## config.mk

```make
export PLATFORM = sky130hd
export DESIGN_NAME = truth_sweep_ctrl_flat
export DESIGN_NICKNAME = d
export VERILOG_FILES = /design/src/rtl/truth_sweep_ctrl_if.sv /design/src/rtl/truth_sweep_ctrl.sv /design/src/flat_wrapper.sv
export SDC_FILE = /design/constraint.sdc
export NUM_CORES = 1
export LEC_CHECK = 0
export BUFFER_PORTS_ARGS = -buffer_cell sky130_fd_sc_hd__buf_2
export CELL_PAD_IN_SITES_DETAIL_PLACEMENT = 1
export CELL_PAD_IN_SITES_GLOBAL_PLACEMENT = 2
export CORE_MARGIN = 2
export CORE_UTILIZATION = 35
export CTS_CLUSTER_SIZE = 8
export DETAILED_ROUTE_END_ITERATION = 8
export GPL_TIMING_DRIVEN = 0
export PLACE_DENSITY_LB_ADDON = 0.1
export RECOVER_POWER = 50
export SYNTH_ARGS = -nofsm -noshare
export SYNTH_HDL_FRONTEND = slang
export SYNTH_SLANG_ARGS = --single-unit
```

## constraint.sdc

```tcl
create_clock -name clk -period 3.4 [get_ports clk]
set_input_delay 0.68 -clock clk [delete_from_list [all_inputs] [get_ports clk]]
set_output_delay 0.68 -clock clk [all_outputs]
set_load 0.005 [all_outputs]
```

## src/rtl/truth_sweep_ctrl_if.sv

```systemverilog
// Link between the sweep controller and its surroundings: the vector/enable drive into the
// F-function stage, F fed back, and the capture/result signals read by display/check logic.
interface truth_sweep_ctrl_if;
  logic        start;
  logic        f_in;
  logic        a;
  logic        b;
  logic        c;
  logic        d;
  logic        e;
  logic        busy;
  logic        done;
  logic        sample_valid;
  logic [4:0]  sample_idx;
  logic        sample_f;
  logic [15:0] tt_en1;
  logic [15:0] tt_en0;

  modport master (
    input  start, f_in,
    output a, b, c, d, e, busy, done, sample_valid, sample_idx, sample_f, tt_en1, tt_en0
  );

  modport slave (
    output start, f_in,
    input  a, b, c, d, e, busy, done, sample_valid, sample_idx, sample_f, tt_en1, tt_en0
  );
endinterface

```

## src/rtl/truth_sweep_ctrl.sv

```systemverilog
// Drives all 32 {E, ABCD} vectors into the F-function stage, holding each for SETTLE+1 cycles,
// and captures F into two 16-bit truth tables (E = 1 pass first, then E = 0).
module truth_sweep_ctrl #(
  parameter int unsigned SETTLE = 1
) (
  input  logic               clk,
  input  logic               rst_n,
  truth_sweep_ctrl_if.master bus
);

  localparam logic [3:0] SettleCnt = 4'(SETTLE);

  typedef enum logic [1:0] {
    StIdle,
    StHold,
    StDone
  } state_e;

  state_e      state_q, state_d;
  logic [3:0]  idx_q, idx_d;
  logic        phase_q, phase_d;
  logic [3:0]  hold_cnt_q, hold_cnt_d;
  logic        e_q, e_d;
  logic        busy_q, busy_d;
  logic        done_q, done_d;
  logic        sample_valid_q, sample_valid_d;
  logic [4:0]  sample_idx_q, sample_idx_d;
  logic        sample_f_q, sample_f_d;
  logic [15:0] tt_en1_q, tt_en1_d;
  logic [15:0] tt_en0_q, tt_en0_d;

  always_comb begin
    state_d        = state_q;
    idx_d          = idx_q;
    phase_d        = phase_q;
    hold_cnt_d     = hold_cnt_q;
    e_d            = e_q;
    busy_d         = busy_q;
    done_d         = 1'b0;
    sample_valid_d = 1'b0;
    sample_idx_d   = sample_idx_q;
    sample_f_d     = sample_f_q;
    tt_en1_d       = tt_en1_q;
    tt_en0_d       = tt_en0_q;

    unique case (state_q)
      StIdle: begin
        e_d    = 1'b0;
        busy_d = 1'b0;
        if (bus.start) begin
          state_d    = StHold;
          tt_en1_d   = '0;
          tt_en0_d   = '0;
          idx_d      = '0;
          phase_d    = 1'b0;
          e_d        = 1'b1;
          busy_d     = 1'b1;
          hold_cnt_d = SettleCnt;
        end
      end

      StHold: begin
        if (hold_cnt_q != '0) begin
          hold_cnt_d = hold_cnt_q - 4'd1;
        end else begin
          if (!phase_q) tt_en1_d[idx_q] = bus.f_in;
          else          tt_en0_d[idx_q] = bus.f_in;
          sample_valid_d = 1'b1;
          sample_idx_d   = {phase_q, idx_q};
          sample_f_d     = bus.f_in;
          hold_cnt_d     = SettleCnt;

          if (idx_q != 4'd15) begin
            idx_d = idx_q + 4'd1;
          end else if (!phase_q) begin
            idx_d   = '0;
            phase_d = 1'b1;
            e_d     = 1'b0;
          end else begin
            // idx is left at 0 here so a..d (driven straight from idx) read 0 outside HOLD.
            state_d = StDone;
            idx_d   = '0;
            phase_d = 1'b0;
            e_d     = 1'b0;
            busy_d  = 1'b0;
            done_d  = 1'b1;
          end
        end
      end

      StDone: begin
        state_d = StIdle;
      end

      default: begin
        state_d = StIdle;
      end
    endcase
  end

  always_ff @(posedge clk or negedge rst_n) begin
    if (!rst_n) begin
      state_q        <= StIdle;
      idx_q          <= '0;
      phase_q        <= 1'b0;
      hold_cnt_q     <= '0;
      e_q            <= 1'b0;
      busy_q         <= 1'b0;
      done_q         <= 1'b0;
      sample_valid_q <= 1'b0;
      sample_idx_q   <= '0;
      sample_f_q     <= 1'b0;
      tt_en1_q       <= '0;
      tt_en0_q       <= '0;
    end else begin
      state_q        <= state_d;
      idx_q          <= idx_d;
      phase_q        <= phase_d;
      hold_cnt_q     <= hold_cnt_d;
      e_q            <= e_d;
      busy_q         <= busy_d;
      done_q         <= done_d;
      sample_valid_q <= sample_valid_d;
      sample_idx_q   <= sample_idx_d;
      sample_f_q     <= sample_f_d;
      tt_en1_q       <= tt_en1_d;
      tt_en0_q       <= tt_en0_d;
    end
  end

  assign bus.a            = idx_q[3];
  assign bus.b            = idx_q[2];
  assign bus.c            = idx_q[1];
  assign bus.d            = idx_q[0];
  assign bus.e            = e_q;
  assign bus.busy         = busy_q;
  assign bus.done         = done_q;
  assign bus.sample_valid = sample_valid_q;
  assign bus.sample_idx   = sample_idx_q;
  assign bus.sample_f     = sample_f_q;
  assign bus.tt_en1       = tt_en1_q;
  assign bus.tt_en0       = tt_en0_q;

endmodule

```

## src/flat_wrapper.sv

```systemverilog
// flat-port wrapper written by rule: the top's interface ports become plain ports
module truth_sweep_ctrl_flat 
#(
  parameter int unsigned SETTLE = 1
)
  (clk, rst_n, bus_start, bus_f_in, bus_a, bus_b, bus_c, bus_d, bus_e, bus_busy, bus_done, bus_sample_valid, bus_sample_idx, bus_sample_f, bus_tt_en1, bus_tt_en0);
  truth_sweep_ctrl_if bus_i ();
  input  logic clk;
  input  logic rst_n;
  input wire logic [$bits(bus_i.start)-1:0] bus_start;
  input wire logic [$bits(bus_i.f_in)-1:0] bus_f_in;
  output wire logic [$bits(bus_i.a)-1:0] bus_a;
  output wire logic [$bits(bus_i.b)-1:0] bus_b;
  output wire logic [$bits(bus_i.c)-1:0] bus_c;
  output wire logic [$bits(bus_i.d)-1:0] bus_d;
  output wire logic [$bits(bus_i.e)-1:0] bus_e;
  output wire logic [$bits(bus_i.busy)-1:0] bus_busy;
  output wire logic [$bits(bus_i.done)-1:0] bus_done;
  output wire logic [$bits(bus_i.sample_valid)-1:0] bus_sample_valid;
  output wire logic [$bits(bus_i.sample_idx)-1:0] bus_sample_idx;
  output wire logic [$bits(bus_i.sample_f)-1:0] bus_sample_f;
  output wire logic [$bits(bus_i.tt_en1)-1:0] bus_tt_en1;
  output wire logic [$bits(bus_i.tt_en0)-1:0] bus_tt_en0;
  assign bus_i.start = bus_start;
  assign bus_i.f_in = bus_f_in;
  assign bus_a = bus_i.a;
  assign bus_b = bus_i.b;
  assign bus_c = bus_i.c;
  assign bus_d = bus_i.d;
  assign bus_e = bus_i.e;
  assign bus_busy = bus_i.busy;
  assign bus_done = bus_i.done;
  assign bus_sample_valid = bus_i.sample_valid;
  assign bus_sample_idx = bus_i.sample_idx;
  assign bus_sample_f = bus_i.sample_f;
  assign bus_tt_en1 = bus_i.tt_en1;
  assign bus_tt_en0 = bus_i.tt_en0;
  truth_sweep_ctrl #(.SETTLE(SETTLE)) u_core (.clk(clk), .rst_n(rst_n), .bus(bus_i));
endmodule
```

-- After elaboration in Yosys (flattened, before gate mapping)
Index checks and enable logic that the tools add are counted.
- bitwise logic cells: 1
- add/subtract/negate cells: 2
- reduce and logical (&&, ||, !) cells: 13
- eq/ne operators: 7
- $lt $le $gt $ge: 2
- mux-type cells: 42
- operators with widths (cell ; number):
    $mux 16 ; 5
    $pmux 16 s2 ; 2
    $bwmux 16 ; 2
    $mux 4 ; 5
    $reduce_and 4->1 ; 5
    $mux 1 ; 17
    $pmux 4 s2 ; 2
    $mux 2 ; 4
    $ne 2x2->1 const B ; 4
    $pmux 1 s2 ; 3
    $reduce_and 3->1 ; 2
    $lt 4x5->1 const B ; 1
    $add 4x1->4 const B ; 1
    $demux 1 s4 ; 1
    $ge 4x1->1 const B ; 1
    $ne 4x4->1 const B ; 1
    $pmux 2 s2 ; 1
    $reduce_and 2->1 ; 2
    $reduce_bool 4->1 ; 1
    $sub 4x1->4 const B ; 1
    $eq 2x1->1 const B ; 1
    $logic_not 2->1 ; 1
    $ne 2x1->1 const B ; 1
    $reduce_bool 2->1 ; 1
    2 further kinds ; 2
- output and inout port bits: 46
- flip-flop bits (word level): 53
- bits of input ports: 4

-- Depth between registers and ports, before layout
- word-level depth: 8
- mapped depth: 7

-- Worst setup path after synthesis
No wires, ideal clock.
- path type: register to register
- start: reg u_core.hold_cnt_q[0]
- end: reg u_core.sample_idx_q[0] (netlist: u_core.bus.sample_idx[0])
- period minus slack after synthesis: 1.653 ns
- slack: 1.747 ns
- arrival time: 1.527 ns
- cell stages (with the launch flop): 8
- setup time: 0.127 ns
- path buffers: 1
- data required time: 3.273 ns
- cells stage by stage: dfrtp_1 inv_1 ha_1 or3b_4 or2_4 buf_2 nand2_1 o21ai_0
- word-level cells in the longest chain between the ends: 3
- ends and longest elaborated chain (element ; line ; source):
    start, declared ; truth_sweep_ctrl.sv:22 ; logic [3:0] hold_cnt_q, hold_cnt_d;
    start signal, assigned ; truth_sweep_ctrl.sv:119 ; hold_cnt_q <= hold_cnt_d;
    $reduce_bool 4->1 ; truth_sweep_ctrl.sv:63 ; if (hold_cnt_q != '0) begin
    $not 1->1 (no line) ; -- ;
    $reduce_and 2->1 (no line) ; -- ;
    end signal, assigned ; truth_sweep_ctrl.sv:124 ; sample_idx_q <= sample_idx_d;
    end, declared ; truth_sweep_ctrl.sv:27 ; logic [4:0] sample_idx_q, sample_idx_d;
Every way passes these cells.
A chain may end at the register's enable or synchronous reset.

-- Worst setup path after layout
- start: reg u_core.hold_cnt_q[0]
- end: reg u_core.tt_en1_q[13] (netlist: u_core.bus.tt_en1[13])
- word-level cells in the longest chain between the ends: 3
- ends and longest elaborated chain (element ; line ; source):
    $reduce_bool 4->1 ; truth_sweep_ctrl.sv:63 ;
    $ne 2x2->1 (no line) ; -- ;
    $reduce_and 4->1 (no line) ; -- ;
    end signal, assigned ; truth_sweep_ctrl.sv:126 ; tt_en1_q <= tt_en1_d;
    end, declared ; truth_sweep_ctrl.sv:29 ; logic [15:0] tt_en1_q, tt_en1_d;
Every way passes these cells.

==> run metrics <==
Initial Util 0.3575; CP Cell Sequence inv_1, ha_1, and4bb_4, a21oi_2, clkbuf_1, o21ai_0, o21ai_0; die area 7501 um^2; Final Non-Filler Cells 386; CP Max Fanout 10; Worst EP required 3.63 ns; share of cells above drive strength 1 0.1699; Synth Net Count 259; most frequent cell on the critical path o21ai_0; Sink Count 53; RePlAce Congestion 0.8015; drt initial violations 102; register area share after synthesis 0.5553; CTS tree done; CP max stage cell clkbuf_1; count of input and output buffers 49; Mapped Area 2389 um^2; Post-synth EDFFs 0; Synth cell types 36; WL per Instance roughly 18 um; MaxCap Viol Count 0; DRC 0; critical path endpoint category flop; Layout Area Growth over Synthesis 18.70%; hold_ws between 0.4 and 0.5 ns; Tcrit/Tclk final 0.5971; # rows 30; commonest non-fill, non-tap cell in the layout o21ai_0; Post-DRT Antenna Nets 0; routed vias 2056; synthesized area per cell roughly 9.6 um^2; vias per cell 5.326; largest net degree at the start of global routing 54; # IOs 50; worst path arrival time 2.26 ns; #FFs+latches synth between 50 and 60; Longest Clk Path Bufs 2; Leak Pwr 1.302 nW; CTS Hold Bufs 0; # setup viols final 0; outcome complete, no violations; unrepaired setup endpoints after global routing false; worst vdd ir between 0.2 and 0.3 mV; ANT cells 0; drt total wl 6.909 mm; ys async rst share 1.000; gr usage total 0.1908; fin nets 315; slew margin rel. 0.08458; vias in the first global route 2103; Placed Cells between 300 and 400; clock skew 0.01102 ns; antenna violations before repair 0; CTS Buf Count 5; die extent in y roughly 87 um; Setup Total Neg Slack 0 ns; Final Hold Violating Endpoints 0; worst hold path type reg2reg; post_cts resized 0; Hold Path Origin u_core.bus.sample_f; highest clock rate 492.6 MHz; Tightest Pin Transition 1.373 ns; first drt pass iteration count 4; synthesized instance count 249; min cycle time layout 2.030 ns; first-pass GRT wire length 11.12 mm; setup bufs post-CTS 0; Max Slew Vio Count 0; most frequent cells in the layout o21ai_0 (71), dfrtp_1 (53), buf_2 (35); Critical Path Source u_core.hold_cnt_q[0]; Max H-tree Level 2; critical path type reg2reg; Core ar. 6681 um^2; Die W 86.61 um; Detail Placement HPWL 4.942 mm; yosys warns 0; RR Startpoint u_core.hold_cnt_q[0]; clock-pin slew on the worst setup and hold paths ~0.10 ns; pwr dens 808.4 nW/um^2; clk_lat worst skew 0.31 ns; Max stage delay on crit path around 0.43 ns; CP startpoint kind flop; Synth Flop Type dfrtp_1; CTS root buf clkbuf_8; total gr overflow 0
[metrics by stage]
step / setup WS [ns] / utilization / total power (W) / instance area (um^2)
detailed placement: 1.340 / 0.4092 / 0.001867 / 2734
floorplan: 1.747 / - / 0.001483 / 2389
CTS: 1.405 / 0.4272 / 0.002333 / 2854
global placement: 1.370 / 0.4092 / 0.001848 / 2734
global route: 1.207 / 0.4243 / 0.002472 / 2835
finish: 1.370 / 0.4243 / 0.002292 / 2835
[cell families (layout without fill, tap and decap cells)]
logic type,after synthesis,count (layout),synth area share
mux,1,1,0.004191
fa+ha+maj,6,6,0.03143
compound gates,105,105,0.2363
simple gates,66,66,0.1425
flops,53,53,0.5553
buf+inv,18,75,0.03038
[synth_stat cells, drive strengths merged, types with 2 or more instances]
cell type | instances | share of area
a31oi | 6 | 0.016
dfrtp | 53 | 0.56
inv | 6 | 0.0094
a22o | 2 | 0.0073
o21bai | 2 | 0.0063
nor3 | 3 | 0.0063
nor2 | 6 | 0.0094
o31ai | 3 | 0.0094
or2 | 2 | 0.0063
o21ai | 72 | 0.15
nor2b | 7 | 0.018
buf | 3 | 0.0058
a21oi | 17 | 0.037
nand2b | 4 | 0.010
ha | 6 | 0.031
nand2 | 26 | 0.042
nand3 | 11 | 0.023
clkbuf | 8 | 0.013
[routing by layer]
metal / vias up / track usage / wire length [um]
met1: 1011 / 0.2645 / 3346
met2: 45 / 0.3035 / 3246
li1: 990 / - / -
met5: - / 0 / 0
met3: 10 / 0.03429 / 203
met4: 0 / 0.06108 / 112
[power by group]
part | internal, W | switching (W) | total (W)
Clock | 0.000240 | 0.000219 | 0.000459
Sequential | 0.000829 | 0.000137 | 0.000966
Combinational | 0.000334 | 0.000533 | 0.000867
[state kept, by name, summed over array words and instances (netlist names)]
signal and flops:
u_core.bus.tt_en0 16, u_core.idx_q 4, u_core.hold_cnt_q 4, u_core.bus.tt_en1 16
u_core.phase_q 1, u_core.bus.sample_f 1, u_core.bus.sample_idx 5, u_core.bus.done 1
u_core.bus.busy 1, u_core.state_q 2, u_core.bus.e 1, u_core.bus.sample_valid 1
[critical path: cells and delay by family, from the launching register on]
kind | cells | cell delay [ns]
flip-flops | 1 | 0.39
adder cells (fa/ha/maj) | 1 | 0.22
buffers and inverters | 2 | 0.51
AND/OR/NAND/NOR | 1 | 0.23
AO/OA/AOI/OAI | 3 | 0.61
[path summary, 6_finish.rpt]
check / depth (start not counted) / slack, ns / endpoint
max: 7 / 1.37 / u_core.bus.tt_en1[13]
min: 2 / 0.48 / u_core.bus.sample_f
max reg2reg: 7 / 1.37 / u_core.bus.tt_en1[13]
min reg2reg: 2 / 0.48 / u_core.bus.sample_f
max in group asynchronous: 1 / 1.91 / u_core.bus.tt_en1[15]
min in group asynchronous: 1 / 0.67 / u_core.bus.tt_en0[7]
[layout make-up]
type,count,area (um^2)
multi-input combinational,178,989.7
sequential,53,1326
timing repair buffer,49,226.5
tap,80,100.1
clock inverter,2,37.54
inverter,7,27.53
fill,815,3846
buffer,11,45.04
clock buffer,6,82.58
Note: power is estimated with default switching activity, not from simulation.
